### src/rtl/seg7_scan_driver.sv
// Eight-digit common-anode 7-segment scan driver with frame snapshot,
// per-slot blanking interval and hex decode. Anodes and cathodes are active-low.
module seg7_scan_driver #(
    parameter int REFRESH_DIV  = 100000,
    parameter int BLANK_CYCLES = 1000
) (
    input  logic       clock,
    input  logic       reset,
    input  logic [5:0] d1,
    input  logic [5:0] d2,
    input  logic [5:0] d3,
    input  logic [5:0] d4,
    input  logic [5:0] d5,
    input  logic [5:0] d6,
    input  logic [5:0] d7,
    input  logic [5:0] d8,
    output logic [7:0] an,
    output logic [7:0] dec_cat
);

    localparam int CW = $clog2(REFRESH_DIV);
    localparam logic [CW-1:0] CNT_LAST  = CW'(REFRESH_DIV - 1);
    localparam logic [CW-1:0] BLANK_END = CW'(BLANK_CYCLES);

    localparam logic [1:0] SLOT_BLANK = 2'd0;
    localparam logic [1:0] SLOT_SHOW  = 2'd1;
    localparam logic [1:0] SLOT_DEAD  = 2'd2;

    logic [CW-1:0] cnt;
    logic [2:0]    idx;
    logic [5:0]    snap [8];
    logic [5:0]    din  [8];
    logic [5:0]    cur_word;
    logic [1:0]    slot_state;
    logic [7:0]    an_next;
    logic [7:0]    cat_next;

    assign din[0] = d1;
    assign din[1] = d2;
    assign din[2] = d3;
    assign din[3] = d4;
    assign din[4] = d5;
    assign din[5] = d6;
    assign din[6] = d7;
    assign din[7] = d8;

    assign cur_word = snap[idx];

    // Hex digit to gfedcba, active-low.
    function automatic logic [6:0] seg_decode(input logic [3:0] code);
        case (code)
            4'h0: return 7'h40;
            4'h1: return 7'h79;
            4'h2: return 7'h24;
            4'h3: return 7'h30;
            4'h4: return 7'h19;
            4'h5: return 7'h12;
            4'h6: return 7'h02;
            4'h7: return 7'h78;
            4'h8: return 7'h00;
            4'h9: return 7'h10;
            4'hA: return 7'h08;
            4'hB: return 7'h03;
            4'hC: return 7'h46;
            4'hD: return 7'h21;
            4'hE: return 7'h06;
            default: return 7'h0E;
        endcase
    endfunction

    always_comb begin
        if (cnt < BLANK_END)
            slot_state = SLOT_BLANK;
        else if (cur_word[5])
            slot_state = SLOT_SHOW;
        else
            slot_state = SLOT_DEAD;
    end

    always_comb begin
        // NOTE: defaults before the case keep every path assigned, so no latch is inferred.
        an_next  = 8'hFF;
        cat_next = 8'hFF;
        case (slot_state)
            SLOT_SHOW: begin
                an_next[idx] = 1'b0;
                cat_next     = {cur_word[0], seg_decode(cur_word[4:1])};
            end
            default: ;
        endcase
    end

    // NOTE: non-blocking assignments keep every register sampling pre-edge values.
    always_ff @(posedge clock or posedge reset) begin
        if (reset) begin
            cnt <= '0;
            idx <= '0;
        end else if (cnt == CNT_LAST) begin
            cnt <= '0;
            idx <= idx + 3'd1;
        end else begin
            cnt <= cnt + 1'b1;
        end
    end

    // NOTE: the snapshot array is reset explicitly so a fresh scan shows dead digits, never stale data.
    always_ff @(posedge clock or posedge reset) begin
        if (reset) begin
            for (int k = 0; k < 8; k++) snap[k] <= 6'h00;
        end else if (cnt == '0 && idx == 3'd0) begin
            for (int k = 0; k < 8; k++) snap[k] <= din[k];
        end
    end

    // Registered outputs; the blank slot at cnt==0 separates any two lit anodes.
    always_ff @(posedge clock or posedge reset) begin
        if (reset) begin
            an      <= 8'hFF;
            dec_cat <= 8'hFF;
        end else begin
            an      <= an_next;
            dec_cat <= cat_next;
        end
    end

endmodule
### config.mk
export PLATFORM = sky130hd
export DESIGN_NAME = seg7_scan_driver
export DESIGN_NICKNAME = d
export VERILOG_FILES = /design/src/rtl/seg7_scan_driver.sv
export SDC_FILE = /design/constraint.sdc
export NUM_CORES = 1
export LEC_CHECK = 0
export BUFFER_PORTS_ARGS = -buffer_cell sky130_fd_sc_hd__buf_4
export CAP_MARGIN = 25
export CORE_MARGIN = 2
export CORE_UTILIZATION = 42
export CTS_CLUSTER_SIZE = 14
export DETAILED_ROUTE_END_ITERATION = 10
export PLACE_DENSITY = 0.73
export SYNTH_ARGS = -nofsm -noshare
export SYNTH_HDL_FRONTEND = slang
export SYNTH_SLANG_ARGS = --single-unit
### constraint.sdc
create_clock -name clock -period 3.1 [get_ports clock]
set_input_delay 0.31 -clock clock [delete_from_list [all_inputs] [get_ports clock]]
set_output_delay 0.31 -clock clock [all_outputs]
set_load 0.005 [all_outputs]
==> results.yml, run 1 <==
setup_path:
  ff2ff_setup_slack_ps: 640
  worstPathArrival_ps: 2710
  r2r-end: "dec_cat[3]"
  cp-end-kind: "flop"
  crit_family: "compound AO/OA/AOI/OAI gates"
  cpMostUsedCell: "o211ai_1"
  path_buf_inv: 2
  r2r-start: "idx[0]"
  rr_worst_depth: 9
  crit_path_max_fanout: 12
  cp_cell_sequence: "buf_4, nor2b_1, a22oi_1, o221ai_1, inv_1, ha_1, nand2_1, o211ai_1, o211ai_1"
  path_class: "reg -> reg"
  critPathRequiredTime_ps: 3350
  slowest_stage: "dfrtp_1"
  startpoint_type: "flop"
  cpPeakStageDelay_ps: 560
final_layout:
  design_area_mm2: 0.004771
  fin_util_pct: 51.88
  layout_common_cells: "buf_4 (72), dfrtp_1 (68), mux2_2 (32), mux2_4 (20), nand2_1 (19)"
  final_nets: 425
  syn2layout_area_growth_pct: 20.13
  mostFrequentLayoutCell: "buf_4"
  antennaDiodeCount: 0
  drive_gt1_share_pct: 45.41
yosys:
  syn_nets: 355
  synth_area_mm2: 0.003971
  synth_seq_cells: 84
  synthAdderAreaFrac_pct: 3.151
  synth_top_cell_area_share_pct: 42.85
  netlist_top_cells_area: "dfrtp_1 (43%), dfstp_2 (11%), mux2_2 (9.1%)"
  synth_top_family_by_area: "multiplexers"
  synthSimpleGateAreaFrac_pct: 10.05
  yosys.cell_types.count: 40
  syn_avg_cell_area_um2: 13.46
  synth_warnings: 0
  synth_compound_area_share_pct: 3.970
  synth_top_area_cell: "dfrtp_1"
  syn_inst: 295
  synth_xor_area_share_pct: 3.308
  seq_area_frac_synth_pct: 53.43
  synth_mux_area_share_pct: 23.19
place:
  globalplace.congestion: 0.9085
  io_buffers: 65
  dpl_cell_area_mm2: 0.004587
  place_ws_ps: 615.1
  dp_hpwl_um: 6003
clocking:
  postCtsHoldBufs: 0
  clock_latency_ps: 360
  cts_tree: "done"
  clock-sinks: 84
  clk_pin_slew_ps: 80
  cts_buffers: 9
  htree_num_levels: 3
  clockRootBuffer: "clkbuf_8"
  clockBufferDepth: 2
  cts_setup_buffers: 0
  postCtsResizedCells: 0
run:
  maxCapViolCount: 0
route:
  wirelength_um: 8088
  drt_pass1_iterations: 4
  via_per_inst: 5.341
  num_vias: 2569
  antenna_left: 0
  drtIter0Drc: 137
  drt-wirelength-per-cell_um: 16.81
  drc: 0
timing:
  tightest_slew_ps: 917.3
  clock_skew_ps: 11.46
  drv_slew: 0
  setup_slack_ps: 640.3
  grt_setup_unrepaired: "no"
  slew_headroom_pct: 38.78
  fmax_ghz: 0.4065
  min_period_over_period_pct: 79.35
  setup_tns_ps: 0
  hold_violations: 0
  setup_viol: 0
  fin_crit_ps: 2460
outcome:
  status: "finished clean"
power_and_ir_drop:
  peakVddDrop_uv: 267.6
  p_per_area_mw_per_mm2: 428.6
  p_leak_nw: 2.149
die:
  core_mm2: 0.009196
  pin_count: 66
  die_h_um: 101.2
  die_x_um: 101.2
  dieArea_mm2: 0.01025
  initial_core_util_pct: 43.18
  rows: 35
global_route:
  grt_use_total_pct: 17.26
  antenna_found_initial: 0
  grt_max_degree: 55
  grt_pass1_vias: 2659
  grt_pass1_wl_um: 13520
  grt-ovfl-total: 0
hold_path:
  hold_path.class: "in -> async"
-- logic make-up after synthesis --
group / after synthesis
buf+inv: 22
compound gates: 22
xor+xnor: 15
mux: 68
flops: 84
simple gates: 74
fa+ha+maj: 10
-- synth_stat cells --
library cell  count
a21oi_1           2
a22o_1            1
a22oi_1           3
and3_1            4
and4_1            3
buf_1             3
buf_2             5
buf_4             3
buf_6             2
clkbuf_1          1
dfrtp_1          68
dfstp_2          16
ha_1             10
inv_1             7
inv_2             1
mux2_2           32
mux2_4           20
mux2i_1           8
mux4_2            8
nand2_1          19
nand2b_1          2
nand3_1          15
nand3b_1          1
nand4_1           5
nor2_1           10
nor2b_1           4
nor3_1            4
nor4_1            1
nor4_4            1
nor4bb_1          1
o2111ai_1         1
o211ai_1          4
o21ai_0           4
o21ai_1           1
o221ai_1          6
or2_2             1
or3_1             2
or4_4             1
xnor2_1          11
xor2_1            4
-- sequential cells by signal, summed over array words and instances (netlist names) --
| signal | flops |
|---|---|
| dec_cat | 8 |
| snap | 48 |
| idx | 3 |
| an | 8 |
| cnt | 17 |
-- cell type report --
class | count | area (um^2)
clock inverters | 5 | 52.55
flip-flops and latches | 84 | 2122
well taps | 111 | 138.9
clock buffers | 11 | 131.4
inverters | 8 | 31.28
multi-input cells | 189 | 1734
fillers | 799 | 4425
repair buffers | 73 | 560.5
-- worst reg2reg max path, stage by stage, from the launching register on --
cell	delay, ps
dfrtp_1	560
buf_4	250
nor2b_1	220
a22oi_1	130
o221ai_1	420
inv_1	180
ha_1	330
nand2_1	50
o211ai_1	100
o211ai_1	120
-- metrics by stage --
stage	hold WS [ps]	cells	total power, mW
after floorplan	458.5	295	1.242
after global placement	484.5	465	1.315
after detailed placement	493.3	465	1.322
after CTS	157.0	481	2.065
after global routing	162.8	481	2.141
final	131.5	481	2.045
-- worst max path at each step --
stage	slack, ps	from	endpoint	cells after the start
floorplan	650	reset	cnt[0]	1
global placement	740	idx[0]	dec_cat[3]	9
detailed placement	620	idx[0]	dec_cat[3]	9
CTS	600	idx[0]	dec_cat[3]	9
global route	320	idx[0]	dec_cat[3]	9
finish	640	idx[0]	dec_cat[3]	9
-- per-layer routing --
| layer | global-route usage (%) | up-vias | routed length, um |
|---|---|---|---|
| met5 | 0 | - | 0 |
| met4 | 5.925 | 0 | 127 |
| met3 | 4.417 | 12 | 401 |
| met2 | 26.18 | 73 | 3777 |
| met1 | 24.26 | 1279 | 3782 |
| li1 | - | 1205 | - |
-- power by group --
group	internal [mW]	total, mW	switching (mW)
Clock	0.369	0.748	0.379
Combinational	0.0898	0.149	0.0588
Sequential	1.13	1.15	0.0206
Note: power is estimated with default switching activity, not from simulation.
==> run 2: changes to the inputs <==
ABC_AREA = 1   (was unset)
clock period = 2.35 ns   (was 3.1 ns; I/O delays follow)
==> run 2 against run 1 <==
Against the previous run:
- the run now ends with hold timing left
- hold slack got worse by 150 ps
- clock-buffer cell count did not move
- utilization fell by 1.4 points
- largest power group unchanged
- highest routed layer unchanged
==> results.yml, run 2 <==
outcome:
  status: "finished, violations left"
  violations: "hold timing"
setup_path:
  crit_family: "simple AND/OR/NAND/NOR gates"
  critPathCapture: "dec_cat[1]"
  r2r-end: "dec_cat[1]"
  startpoint_type: "flop"
  slowest_stage: "dfrtp_1"
  critPathRequiredTime_ps: 2630
  ff2ff_setup_slack_ps: 200
  path_depth: 12
  critPathLaunch: "idx[1]"
  path_class: "reg -> reg"
  worstPathArrival_ps: 2420
  cpPeakStageDelay_ps: 650
  cpMostUsedCell: "nand2_1"
  rr_worst_depth: 12
  r2r-start: "idx[1]"
  crit_path_max_fanout: 11
  cp_cell_sequence: "nand2_1, nor2_1, nand2_1, nand2_1, nor2_1, nand2_1, inv_1, ha_1, inv_1, nor2_1, a21oi_1, nand2_1"
  path_buf_inv: 2
  cp-end-kind: "flop"
clocking:
  postCtsResizedCells: 0
  clockBufferDepth: 2
  clk_pin_slew_ps: 90
  cts_setup_buffers: 0
  clockRootBuffer: "clkbuf_8"
  cts_tree: "done"
  clock_latency_ps: 360
  htree_num_levels: 3
  clock-sinks: 84
  cts_buffers: 9
  postCtsHoldBufs: 0
route:
  drc: 0
  drt-wirelength-per-cell_um: 12.38
  wirelength_um: 9358
  drt_pass1_iterations: 5
  antenna_left: 0
  drtIter0Drc: 172
  via_per_inst: 4.815
  num_vias: 3640
timing:
  setup_viol: 0
  tightest_slew_ps: 711.8
  clock_skew_ps: 13.61
  drv_slew: 0
  min_period_over_period_pct: 91.29
  slew_headroom_pct: 52.45
  hold_violations: 13
  setup_tns_ps: 0
  grt_setup_unrepaired: "no"
  timing.hold.ws_ps: -19.32
  fin_crit_ps: 2145
  fmax_ghz: 0.4661
final_layout:
  drive_gt1_share_pct: 21.13
  largest_reg_flops: 48
  regMostFlops: "snap"
  layout_common_cells: "nand2_1 (143), inv_1 (89), dfrtp_1 (68), buf_4 (67), nor2_1 (45)"
  syn2layout_area_growth_pct: 17.49
  antennaDiodeCount: 0
  final_nets: 675
  reg_top3: "snap (48), cnt (17)"
  nFillCells: 984
  mostFrequentLayoutCell: "nand2_1"
  stdcell_count: 756
power_and_ir_drop:
  p_per_area_mw_per_mm2: 537.5
  p_leak_nw: 2.738
  finalPower_mw: 2.778
  peakVddDrop_uv: 295.7
yosys:
  synth_seq_cells: 84
  syn_nets: 612
  syn_inst: 552
  synth-edff-count: 0
  synthFlopType: "dfrtp_1"
  synth_most_common_cell: "nand2_1"
  synth_warnings: 0
  seq_area_frac_synth_pct: 48.24
  yosys.cell_types.count: 31
  synth_common_cells: "nand2_1 (143), inv_1 (90), dfrtp_1 (68)"
  syn_avg_cell_area_um2: 7.970
  synth_top_area_cell: "dfrtp_1"
  netlist_top_cells_area: "dfrtp_1 (39%), nand2_1 (12%), dfstp_2 (9.6%)"
  synth_top_cell_area_share_pct: 38.68
  synth_area_mm2: 0.004399
  ys_async_sr_fraction_pct: 100.0
place:
  io_buffers: 65
  globalplace.congestion: 0.9494
  dp.cells: 740
  dp_hpwl_um: 7051
die:
  initial_core_util_pct: 43.00
  pin_count: 66
  rows: 37
  die_x_um: 106.3
  dieArea_mm2: 0.01131
  die_h_um: 106.3
  core_mm2: 0.01023
hold_path:
  hold_path.class: "in -> async"
global_route:
  grt-ovfl-total: 0
  grt_pass1_vias: 3410
  grt_max_degree: 75
  grt_use_total_pct: 17.77
  antenna_found_initial: 0
  grt_pass1_wl_um: 16080
run:
  maxCapViolCount: 0
run 2: power by group:
| group | internal (mW) | switching (mW) | total, mW |
|---|---|---|---|
| sequential | 1.49 | 0.0282 | 1.52 |
| combinational | 0.102 | 0.112 | 0.214 |
| clock | 0.522 | 0.527 | 1.05 |
| total | 2.11 | 0.667 | 2.78 |
run 2: cell families (layout without fill, tap and decap cells):
| family | Yosys count | after routing | share of synthesized area [%] |
|---|---|---|---|
| xor+xnor | 7 | 7 | 1.394 |
| buf+inv | 114 | 182 | 12.31 |
| compound gates | 76 | 76 | 8.732 |
| simple gates | 261 | 261 | 26.48 |
| flops | 84 | 84 | 48.24 |
| fa+ha+maj | 10 | 10 | 2.844 |
run 2: per-layer routing:
layer  track usage, %  routed length (um)  share of wire [%]  up-vias
met5                0                   0                  0        -
met4            7.143                 163                1.7        0
met3            3.004                 397                4.2       15
met1            24.00                4321                 46     1687
li1                 -                   -                  -     1842
met2            28.43                4476                 48       96
run 2: cell type report:
type	count	area (um^2)	share of cell area [%]
Inverter	96	375.4	7.262
Clock inverter	5	61.31	1.186
Sequential cell	84	2122	41.06
Tap cell	136	170.2	3.292
Clock buffer	11	141.4	2.735
Timing Repair Buffer	70	563.0	10.89
Multi-Input combinational cell	354	1735	33.58
run 2: stage by stage:
step                      utilization (%)  instance area (um^2)  setup WS (ps)
after floorplan                         -                  4403          573.6
after global placement              48.54                  4966          307.8
after detailed placement            48.54                  4966          246.0
after CTS                           50.52                  5169          219.1
after global routing                50.52                  5169          12.32
final                               50.52                  5169          204.7
run 2: how the worst min path moves through the flow:
stage / startpoint / end / slack [ps] / depth (start not counted)
after CTS: reset / snap[11] / 6 / 2
after global placement: reset / snap[11] / 390 / 2
final: reset / snap[11] / -20 / 2
after detailed placement: reset / snap[11] / 400 / 2
after global routing: reset / snap[27] / 40 / 2
after floorplan: d7[4] / snap[10] / 370 / 2
==> run 3: changes to the inputs <==
CELL_PAD_IN_SITES_DETAIL_PLACEMENT = 1   (was unset)
CELL_PAD_IN_SITES_GLOBAL_PLACEMENT = 1   (was unset)
CORE_UTILIZATION = 38   (was 42)
PLACE_DENSITY = 0.87   (was 0.73)
clock period = 1.8 ns   (was 2.35 ns; I/O delays follow)
==> run 3 against run 2 <==
Against the previous run:
- the flow finishes with violations (setup timing)
- die area grew 10%
- maximum frequency grew 8.6%
- critical path depth shrank 2
- largest cell class is now multi-input combinational cells
- largest power group is now the clock network
==> results.yml, run 3 (synthesis results as in run 2) <==
timing:
  tightest_slew_ps: 601.7
  clock_skew_ps: 10.19
  fmax_ghz: 0.5064
  min_period_over_period_pct: 109.7
  setup_slack_ps: -174.8
  fin_crit_ps: 1975
  drv_slew: 0
  grt_setup_unrepaired: "yes"
  hold_violations: 0
  setup_viol: 59
  slew_headroom_pct: 59.80
  setup_tns_ps: -4126
setup_path:
  r2r-end: "snap[1]"
  path_buf_inv: 5
  r2r-start: "idx[0]"
  cp_cell_sequence: "buf_12, inv_16, buf_12, ha_4, nand4_1, nor2_2, nand3_4, buf_12, buf_12, o21ai_0"
  slowest_stage: "dfrtp_2"
  path_class: "reg -> reg"
  path_depth: 10
  worstPathArrival_ps: 2220
  ff2ff_setup_slack_ps: -170
  critPathLaunch: "idx[0]"
  rr_worst_depth: 10
  crit_family: "buffers and inverters"
  critPathRequiredTime_ps: 2050
  startpoint_type: "flop"
  cp-end-kind: "flop"
  crit_path_max_fanout: 24
  cpPeakStageDelay_ps: 450
  cpMostUsedCell: "buf_12"
final_layout:
  layout_common_cells: "nand2_1 (108), buf_4 (98), inv_1 (86), dfrtp_1 (66), o21ai_1 (37)"
  largest_reg_flops: 48
  reg_top3: "snap (48), cnt (17)"
  nFillCells: 1320
  fin_util_pct: 56.33
  syn2layout_area_growth_pct: 45.59
  mostFrequentLayoutCell: "nand2_1"
  antennaDiodeCount: 0
  design_area_mm2: 0.006405
  regMostFlops: "snap"
  drive_gt1_share_pct: 39.38
  final_nets: 734
clocking:
  clock-sinks: 84
  cts_tree: "done"
  clock_latency_ps: 350
  clk_pin_slew_ps: 70
  clockBufferDepth: 2
  cts_buffers: 9
  clockRootBuffer: "clkbuf_16"
  htree_num_levels: 3
power_and_ir_drop:
  peakVddDrop_uv: 412.1
  finalPower_mw: 4.466
  p_leak_nw: 3.255
  seqPwrFrac_pct: 44.7
  power.switching_mw: 1.080
  p_per_area_mw_per_mm2: 697.2
  intPower_mw: 3.386
  clkPwrFrac_pct: 45.8
  p_sw_share_pct: 24.18
  comb_power_share_pct: 9.5
hold_path:
  hold_path.class: "in -> reg"
  min_path_cells: 3
  min-delay-start: "d5[4]"
  min_to: "snap[22]"
die:
  dieArea_mm2: 0.01245
  die_h_um: 111.6
  pin_count: 66
  die_x_um: 111.6
  rows: 39
  initial_core_util_pct: 38.69
  core_mm2: 0.01137
global_route:
  grt_pass1_vias: 4428
  grt_pass1_wl_um: 21570
  grt_use_met1_pct: 25.49
  use_met3_pct: 2.559
  top_usage_layer: "met2"
  antenna_found_initial: 0
  grt_max_degree: 97
  grt_use_total_pct: 21.80
  grtUsageMet2_pct: 39.35
  grt-ovfl-total: 0
place:
  dp_hpwl_um: 8637
  dpl_cell_area_mm2: 0.005167
  globalplace.congestion: 0.8302
  io_buffers: 65
route:
  num_vias: 4484
  antenna_left: 0
  drt_pass1_iterations: 5
  drtIter0Drc: 283
  drc: 0
  via_per_inst: 5.462
  wirelength_um: 17950
  drt-wirelength-per-cell_um: 21.86
outcome:
  violations: "setup timing"
  status: "finished, violations left"
run:
  maxCapViolCount: 0
run 3: cell count changes in the layout (fill, tap and decap cells not counted), moves of 7 or more:
cell       change
o21ai_0        -9
buf_6         +12
nand3_1        -8
nand2_1       -35
nor2_2         +7
clkbuf_16     +13
nand2_4       +15
nand2_2       +21
nor2_1        -10
clkbuf_8       -9
ha_4           +7
o21ai_2       +12
buf_4         +31
ha_1           -7
run 3: cell type report:
type | instances | area (um^2) | area share [%]
inverters | 96 | 406.6 | 6.349
clock buffers | 11 | 242.7 | 3.790
clock inverters | 4 | 73.82 | 1.153
repair inverters | 2 | 15.01 | 0.2344
repair buffers | 125 | 1196 | 18.68
multi-input cells | 356 | 2167 | 33.83
flip-flops and latches | 84 | 2125 | 33.17
well taps | 143 | 178.9 | 2.794
run 3: power by group through the flow:
stage	registers, mW	logic [mW]	clock network [mW]
2_1_floorplan	2.00	0.156	0
3_3_place_gp	2.01	0.288	0
3_5_place_dp	2.01	0.301	0
4_1_cts	1.98	0.322	2.02
5_1_grt	2.00	0.463	2.13
6_report	2.00	0.424	2.05
run 3: metal layers:
layer	part of all wire [%]	wire, um
met4	4.5	805
met1	39	6979
met2	52	9325
met5	0	0
met3	4.7	840
run 3: through the flow:
step	worst slack (ps)	instances	hold slack [ps]
2_1_floorplan	23.63	552	313.0
3_3_place_gp	-58.22	771	267.0
3_5_place_dp	-138.8	771	281.4
4_1_cts	-36.88	799	71.18
5_1_grt	-257.4	821	83.36
6_report	-174.8	821	64.04
run 3: how the worst max path moves through the flow:
stage	to	slack, ps
3_5_place_dp	dec_cat[0]	-140
5_1_grt	snap[1]	-260
3_3_place_gp	dec_cat[5]	-60
6_report	snap[1]	-170
4_1_cts	snap[44]	-40
2_1_floorplan	dec_cat[1]	20
run 3: what timing repair did:
item                                    4_1_cts  5_1_grt
endpoints found under the setup margin       16       60
gates cloned                                  3       11
gates resized for setup                      34      117
pin swaps                                     6       39
hold buffers                                  1        0
endpoints found under the hold margin        22        0
setup buffers                                 9       12
run 3: worst min-delay path: stages:
cell and delay (ps):
buf_4 100, inv_1 40, o21ai_1 50
